$ cat config.mk
export PLATFORM = sky130hd
export DESIGN_NAME = mem_responder
export DESIGN_NICKNAME = d
export VERILOG_FILES = /design/src/rtl/mem_responder.sv
export SDC_FILE = /design/constraint.sdc
export NUM_CORES = 2
export LEC_CHECK = 0
export ABC_CLOCK_PERIOD_IN_PS = 4810
export CAP_MARGIN = 20
export CORE_AREA = 3 3 679 681
export DETAILED_ROUTE_END_ITERATION = 8
export DIE_AREA = 0 0 682 684
export PLACE_DENSITY = 0.58
export SLEW_MARGIN = 0
export SYNTH_ARGS = -nofsm -noshare
export SYNTH_HDL_FRONTEND = slang
export SYNTH_SLANG_ARGS = --single-unit
$ cat constraint.sdc
create_clock -name clk -period 4.81 [get_ports clk]
set_input_delay 0.962 -clock clk [delete_from_list [all_inputs] [get_ports clk]]
set_output_delay 0.962 -clock clk [all_outputs]
set_load 0.02 [all_outputs]
$ cat src/rtl/mem_responder.sv
// mem_responder: answers IF-stage instruction fetches and MEM-stage data
// reads/writes from one single-ported word array, using a fixed access latency
// and a request/ack handshake. The data channel wins over fetch in IDLE.
// Optional macro MEM_RESPONDER_STATS_EN adds saturating per-kind completion
// counters (stat_ifetch, stat_dread, stat_dwrite).
module mem_responder #(
  parameter int WORD_SIZE = 16,
  parameter int ADDR_BITS = 8,
  parameter int LATENCY   = 2
) (
  input  logic                 clk,
  input  logic                 reset_n,
  input  logic                 i_readM,
  input  logic [WORD_SIZE-1:0] i_address,
  output logic [WORD_SIZE-1:0] i_data,
  output logic                 i_ack,
  input  logic                 d_readM,
  input  logic                 d_writeM,
  input  logic [WORD_SIZE-1:0] d_address,
  input  logic [WORD_SIZE-1:0] d_wdata,
  output logic [WORD_SIZE-1:0] d_rdata,
  output logic                 d_ack,
  output logic                 busy
`ifdef MEM_RESPONDER_STATS_EN
  ,
  output logic [WORD_SIZE-1:0] stat_ifetch,
  output logic [WORD_SIZE-1:0] stat_dread,
  output logic [WORD_SIZE-1:0] stat_dwrite
`endif
);

  localparam int DEPTH = 2 ** ADDR_BITS;

  localparam logic [1:0] S_IDLE = 2'd0;
  localparam logic [1:0] S_BUSY = 2'd1;
  localparam logic [1:0] S_ACK  = 2'd2;

  // Word array; deliberately not reset so it can map onto block RAM.
  logic [WORD_SIZE-1:0] mem [0:DEPTH-1];

  logic [1:0]           state_q, state_d;
  logic [3:0]           counter_q, counter_d;
  logic                 chan_q, chan_d;      // 1 = data channel, 0 = fetch
  logic                 write_q, write_d;
  logic [ADDR_BITS-1:0] index_q, index_d;
  logic [WORD_SIZE-1:0] wdata_q, wdata_d;
  logic [WORD_SIZE-1:0] i_data_q, i_data_d;
  logic [WORD_SIZE-1:0] d_rdata_q, d_rdata_d;
  logic                 i_ack_q, i_ack_d;
  logic                 d_ack_q, d_ack_d;

  logic ack_fire;
  logic mem_we;

  // Upper address bits wrap away; kept here only to show they are ignored.
  logic unused_addr_bits;
  assign unused_addr_bits = ^{i_address[WORD_SIZE-1:ADDR_BITS],
                              d_address[WORD_SIZE-1:ADDR_BITS]};

  // The access happens on the edge that leaves BUSY with the counter spent.
  assign ack_fire = (state_q == S_BUSY) && (counter_q == 4'd0);
  assign mem_we   = ack_fire && chan_q && write_q;

  // Next-state logic: sample requests only in IDLE, count down, then pulse ack.
  always_comb begin
    state_d   = state_q;
    counter_d = counter_q;
    chan_d    = chan_q;
    write_d   = write_q;
    index_d   = index_q;
    wdata_d   = wdata_q;
    i_data_d  = i_data_q;
    d_rdata_d = d_rdata_q;
    i_ack_d   = i_ack_q;
    d_ack_d   = d_ack_q;
    case (state_q)
      S_IDLE: begin
        if (d_readM || d_writeM) begin
          // A simultaneous read+write is handled as a write.
          chan_d    = 1'b1;
          write_d   = d_writeM;
          index_d   = d_address[ADDR_BITS-1:0];
          wdata_d   = d_wdata;
          counter_d = 4'(LATENCY - 1);
          state_d   = S_BUSY;
        end else if (i_readM) begin
          chan_d    = 1'b0;
          write_d   = 1'b0;
          index_d   = i_address[ADDR_BITS-1:0];
          counter_d = 4'(LATENCY - 1);
          state_d   = S_BUSY;
        end
      end
      S_BUSY: begin
        if (counter_q != 4'd0) begin
          counter_d = counter_q - 4'd1;
        end else begin
          state_d = S_ACK;
          if (chan_q) begin
            d_ack_d = 1'b1;
            if (!write_q) begin
              d_rdata_d = mem[index_q];
            end
          end else begin
            i_ack_d  = 1'b1;
            i_data_d = mem[index_q];
          end
        end
      end
      S_ACK: begin
        // No sampling here, so a request still held high is not taken twice.
        i_ack_d = 1'b0;
        d_ack_d = 1'b0;
        state_d = S_IDLE;
      end
      default: begin
        state_d = S_IDLE;
      end
    endcase
  end

  // Control and output registers; reset aborts any transaction in flight.
  always_ff @(posedge clk or negedge reset_n) begin
    if (!reset_n) begin
      state_q   <= S_IDLE;
      counter_q <= 4'd0;
      chan_q    <= 1'b0;
      write_q   <= 1'b0;
      index_q   <= '0;
      wdata_q   <= '0;
      i_data_q  <= '0;
      d_rdata_q <= '0;
      i_ack_q   <= 1'b0;
      d_ack_q   <= 1'b0;
    end else begin
      state_q   <= state_d;
      counter_q <= counter_d;
      chan_q    <= chan_d;
      write_q   <= write_d;
      index_q   <= index_d;
      wdata_q   <= wdata_d;
      i_data_q  <= i_data_d;
      d_rdata_q <= d_rdata_d;
      i_ack_q   <= i_ack_d;
      d_ack_q   <= d_ack_d;
    end
  end

  // Array write port; commits only on the ack edge of a data write.
  always_ff @(posedge clk) begin
    if (mem_we) begin
      mem[index_q] <= wdata_q;
    end
  end

  assign i_data  = i_data_q;
  assign d_rdata = d_rdata_q;
  assign i_ack   = i_ack_q;
  assign d_ack   = d_ack_q;
  assign busy    = (state_q != S_IDLE);

`ifdef MEM_RESPONDER_STATS_EN
  // Bit 0 = fetch, bit 1 = data read, bit 2 = data write.
  logic [2:0] stat_inc;
  assign stat_inc = {ack_fire &  chan_q &  write_q,
                     ack_fire &  chan_q & ~write_q,
                     ack_fire & ~chan_q};

  for (genvar gi = 0; gi < 3; gi++) begin : g_stat
    logic [WORD_SIZE-1:0] cnt_q, cnt_d;

    // Saturating increment on this kind's ack edge.
    always_comb begin
      cnt_d = cnt_q;
      if (stat_inc[gi] && (cnt_q != {WORD_SIZE{1'b1}})) begin
        cnt_d = cnt_q + 1'b1;
      end
    end

    // Counter register.
    always_ff @(posedge clk or negedge reset_n) begin
      if (!reset_n) begin
        cnt_q <= '0;
      end else begin
        cnt_q <= cnt_d;
      end
    end
  end

  assign stat_ifetch = g_stat[0].cnt_q;
  assign stat_dread  = g_stat[1].cnt_q;
  assign stat_dwrite = g_stat[2].cnt_q;
`endif

endmodule

== Yosys cells after proc, flatten, opt, wreduce, memory -nomap -nowiden ==
Memory sizes are Yosys's and may differ from the RTL's.
Index checks and enable logic that the tools add are counted.

* Bits of input ports: 53
* Flip-flop bits (word level): 66
* Bits in latches: 0
* Bits in writable memories: 4096
* Memories: 1
* ROM bits: 0
* Output and inout port bits: 35

* Add/sub/neg operators: 1
* Shift-type cells: 0
* Equality and inequality tests: 7
* Multiplexer cells: 21
* Bitwise logic cells: 3
* $mul: 0
* Reductions and logical operators: 19
* $lt $le $gt $ge: 0
* Divide/modulo/power cells: 0

{| class="wikitable"
|+ Memory list
! memory !! words !! width !! read ports !! clocked after memory_dff !! write ports !! RTL line !! text
|-
| mem || 256 || 16 || 1 || 0 || 1 || 39 || <nowiki>logic [WORD_SIZE-1:0] mem [0:DEPTH-1];</nowiki>
|}

{| class="wikitable"
|+ Operators with widths
! kind !! count
|-
| 8-bit 2-to-1 mux || 2
|-
| 4-bit 2-to-1 mux || 3
|-
| 3-bit AND reduction || 4
|-
| 1-bit 2-to-1 mux || 9
|-
| 4-bit case mux with 2 select lines || 1
|-
| 2-bit nonzero test || 4
|-
| 2-bit 2-to-1 mux || 3
|-
| 2-bit != test (second input constant) || 3
|-
| 2-bit AND reduction || 3
|-
| 4-bit logical NOT || 1
|-
| 1-bit case mux with 2 select lines || 2
|-
| 2-bit case mux with 2 select lines || 1
|-
| 4-bit AND reduction || 1
|-
| 4-bit nonzero test || 1
|-
| 4-bit by 1-bit subtractor with 4-bit output (second input constant) || 1
|-
| 1-bit logical AND || 3
|-
| 3-bit != test (second input constant) || 1
|-
| 1-bit NOT || 3
|-
| 2-bit by 1-bit equality test with 1-bit output (second input constant) || 1
|-
| 2-bit equality test (second input constant) || 1
|-
| 2-bit logical NOT || 1
|-
| 2-bit by 1-bit != test with 1-bit output (second input constant) || 1
|-
| 1-bit logical OR || 1
|}

== Logic depth before layout (Yosys ltp) ==
* Depth after elaboration: 6
* Gate-level depth with buffers: 12

== Worst setup path after synthesis ==
No wires, ideal clock.

* Path type: flip-flop to flip-flop
* Start point: register wdata_q[0]
* End point: memory mem[0][0] (data pin)
* Cell stages (with the launch flop): 1
* Path slack: 828 ps
* Arrival time: 3179 ps
* Library setup time: 803 ps
* Period minus slack after synthesis: 3982 ps
* Path buffers: 0
* Path through: dfrtp_1

{| class="wikitable"
|+ RTL lines
! item !! RTL line !! text
|-
| start, declared || 46 || <nowiki>logic [WORD_SIZE-1:0] wdata_q, wdata_d;</nowiki>
|-
| start signal, assigned || 141 || <nowiki>wdata_q <= wdata_d;</nowiki>
|-
| end, declared || 39 ||
|}

Straight into the memory's write port.

== Worst setup path after layout ==
* Start point: register index_q[0]
* End point: register i_data_q[4], in the netlist i_data[4], read port of mem

* Longest elaborated chain between the ends: 1

{| class="wikitable"
|+ Ends and longest elaborated chain
! item !! RTL line !! text
|-
| start, declared || 45 || <nowiki>logic [ADDR_BITS-1:0] index_q, index_d;</nowiki>
|-
| start signal, assigned || 140 || <nowiki>index_q <= index_d;</nowiki>
|-
| memory 256 x 16 bit || n/a ||
|-
| end, declared || 47 || <nowiki>logic [WORD_SIZE-1:0] i_data_q, i_data_d;</nowiki>
|}

Every way passes these cells.
A chain may end at the register's enable or synchronous reset.

==> impl_metrics.toml <==
[drt]
via_per_inst = 5.44
drtIter0Drc = 9491
routed_wirelength_microns = 423000
post-route-drc-count = 0
vias = 79500
drt-wirelength-per-cell_microns = 28.9
ant_nets = 0
dr.pass1.iters = 6

[die]
fp.dieW_microns = 682
chipHeight_microns = 684
die-area_sq_um = 466000
start_util = 0.350
io_pins = 88
std_cell_rows = 248
core_sq_um = 456000

[layout]
nets = 8330
final_cell_mix = "4096 x edfxtp_1, 735 x mux4_2, 647 x mux2i_1"
drive_gt1_frac = 0.238
final_common_cell = "edfxtp_1"
area_growth_syn_to_layout_pct = 15.7

[synth]
synth.distinct_cells = 52
synth_top_area_share = 0.771
synth_area_leader_cell = "edfxtp_1"
ys_seq_area_frac = 0.782
synthTopCellsByArea = "edfxtp_1 77%, mux4_2 10%, mux2i_1 4.1%"
synthXorXnorAreaFrac = 0.000110
yosys.area_share.simple = 0.0260
synth_warnings = 0
ys_ff_latch = 4162
syn-num-nets = 7701
mappedNetlistArea_sq_um = 159000
synth_edf_count = 4096
synth-compound-area-share = 0.0295
synth-main-ff-cell = "edfxtp_1"
synth.area.mux_share = 0.149
syn_avg_cell_area_sq_um = 20.9
ys_async_sr_fraction = 0.0159
synth_top_family_by_area = "multiplexers"
synthAdderAreaFrac = 0.000157
synthesis.instances = 7646

[worst_setup_path]
setup.worst_path.class = "reg -> reg"
required_ns = 5.66
critPathMaxFanout = 21
endpoint_kind = "register"
r2r_start = "index_q[0]$_DFFE_PN0P_"
cp-start-kind = "register"
r2r_cells = 10
cp.arrival_ns = 5.40
worstReg2RegEnd = "i_data[4]$_DFFE_PN0P_"
reg2reg_slack_ns = 0.26

[pwr]
vdd_drop_max_mv = 0.717
power_switching_mw = 36.9
p_seq_frac = 0.425
intPower_mw = 74.9
power.density_nw_per_um2 = 606
switching_share = 0.330
combPwrFrac = 0.294
clockPowerShare = 0.281
leakage_nw = 59.6

[place]
portBuffers = 71
dpl.hpwl_microns = 255000
gp_congestion = 0.845

[global_route]
grt_use_total = 0.178
grt_overflow = 0
grt_pass1_wl_microns = 601000
grt_max_degree = 209
grt_pass1_vias = 80300
antenna_found_initial = 22

[timing]
max_freq_mhz = 220
worstMarginPinSlew_ns = 1.27
finalCritPeriodShare = 0.946
relSlewSlack = 0.150
setup_viol = 0
final-max-slew-violation-count = 0
final_hold_viol_count = 0
grt_setup_unrepaired = "false"
worst_clock_skew_ns = 0.0711
fin_setup_tns_ns = 0
min_period_ns = 4.55
whs_ns = 0.505

[clocking]
htree_levels = 5
clockRootBuffer = "clkbuf_16"
clk_pin_slew_ns = 0.06
cts_tree = "done"
clock_path_buffers = 4
cts_resized = 0
clock_latency_ns = 0.98
cts_buffers = 415
cts.sinks = 4162

[worst_hold_path]
min_from = "d_rdata[9]$_DFFE_PN0P_"
worstHoldEndpoint = "d_rdata[9]$_DFFE_PN0P_"
whs_path_depth = 1
worstHoldPathType = "reg -> reg"

[outcome]
status = "completed"

[job]
maxCapViolCount = 0
==> metal layers <==
| layer | vias to the layer above | routed length, microns | track usage |
|---|---|---|---|
| li1 | 33100 | - | - |
| met1 | 42500 | 172000 | 0.243 |
| met2 | 3178 | 203000 | 0.285 |
| met3 | 648 | 31400 | 0.0299 |
| met4 | 6 | 17200 | 0.0655 |
| met5 | - | 41 | 0 |
==> power by group through the flow <==
| stage | clock, mW | combinational, mW | sequential (mW) |
|---|---|---|---|
| final | 31.4 | 32.8 | 47.5 |
| after global routing | 33.4 | 34.5 | 47.6 |
| after CTS | 32.0 | 33.2 | 47.5 |
| after detailed placement | 0 | 33.2 | 48.3 |
| after global placement | 0 | 32.6 | 48.2 |
| after floorplan | 0 | 16.3 | 50.5 |
==> how the worst max path moves through the flow <==
stage | from | endpoint | slack, ns | depth (start not counted)
5_1_grt | index_q[0]$_DFFE_PN0P_ | i_data[4]$_DFFE_PN0P_ | 0.09 | 10
3_5_place_dp | index_q[1]$_DFFE_PN0P_ | d_rdata[8]$_DFFE_PN0P_ | 0.04 | 9
4_1_cts | index_q[1]$_DFFE_PN0P_ | d_rdata[8]$_DFFE_PN0P_ | 0.03 | 9
6_report | index_q[0]$_DFFE_PN0P_ | i_data[4]$_DFFE_PN0P_ | 0.26 | 10
2_1_floorplan | wdata_q[0]$_DFFE_PN0P_ | mem[0][0]$_DFFE_PP_ | 0.83 | 0
3_3_place_gp | index_q[1]$_DFFE_PN0P_ | i_data[8]$_DFFE_PN0P_ | 0.04 | 9
==> sequential cells by signal, indices dropped and copies added, names as in the netlist <==
signal     cells
chan_q         1
i_ack          1
state_q        2
d_rdata       16
i_data        16
counter_q      4
write_q        1
d_ack          1
wdata_q       16
index_q        8
mem         4096
==> logic make-up (layout without fill, tap and decap cells) <==
kind of cell | count (synthesis) | count (layout)
other | 0 | 3
multiplexers | 1448 | 1448
flip-flops | 4162 | 4162
adder cells (fa/ha/maj) | 2 | 2
AND/OR/NAND/NOR | 902 | 902
buffers and inverters | 472 | 1449
XOR/XNOR | 2 | 2
AO/OA/AOI/OAI | 658 | 658
==> synth_stat cells, types with 50 or more instances <==
| master | number |
|---|---|
| o21ai_0 | 50 |
| nand2_1 | 131 |
| dfrtp_1 | 66 |
| mux2i_1 | 647 |
| mux2_2 | 66 |
| nand3_1 | 293 |
| a21oi_1 | 74 |
| buf_2 | 192 |
| a22oi_1 | 389 |
| clkbuf_1 | 219 |
| nand4_1 | 78 |
| edfxtp_1 | 4096 |
| mux4_2 | 735 |
| nor2_1 | 327 |
==> per-stage QoR <==
stage               instances  instance area, sq um  power, mW  setup slack, ns   util
global placement        13900                171000       80.8           0.0362  0.376
finish                  14600                184000        112            0.260  0.405
global route            14600                184000        115           0.0857  0.405
CTS                     14600                184000        113           0.0275  0.405
floorplan                7646                159000       66.7            0.828      -
detailed placement      13900                171000       81.5           0.0380  0.376
==> what timing repair did <==
item                                    CTS  global route
endpoints found under the setup margin    0             2
buffers inserted                          0             1
endpoints found under the hold margin    42             0
hold buffers                              1             0
==> layout make-up <==
| type | instances | area (sq um) |
|---|---|---|
| fillers | 39700 | 271000 |
| flip-flops and latches | 4162 | 125000 |
| multi-input cells | 3012 | 32800 |
| clock buffers | 515 | 10900 |
| well taps | 6000 | 7510 |
| repair buffers | 677 | 6230 |
| clock inverters | 250 | 2250 |
| inverters | 7 | 28.8 |
| diodes | 3 | 7.51 |
==> critical path: stages (launching register included) <==
cell and delay, ns:
dfrtp_4 0.83, buf_12 0.31, buf_4 0.19, buf_4 0.31
mux4_2 0.54, nand2_1 0.13, nand4_1 0.45, nor4_1 0.76
buf_4 0.27, a32oi_1 0.18, mux2_2 0.38
Power figures use the tool's default switching activity.
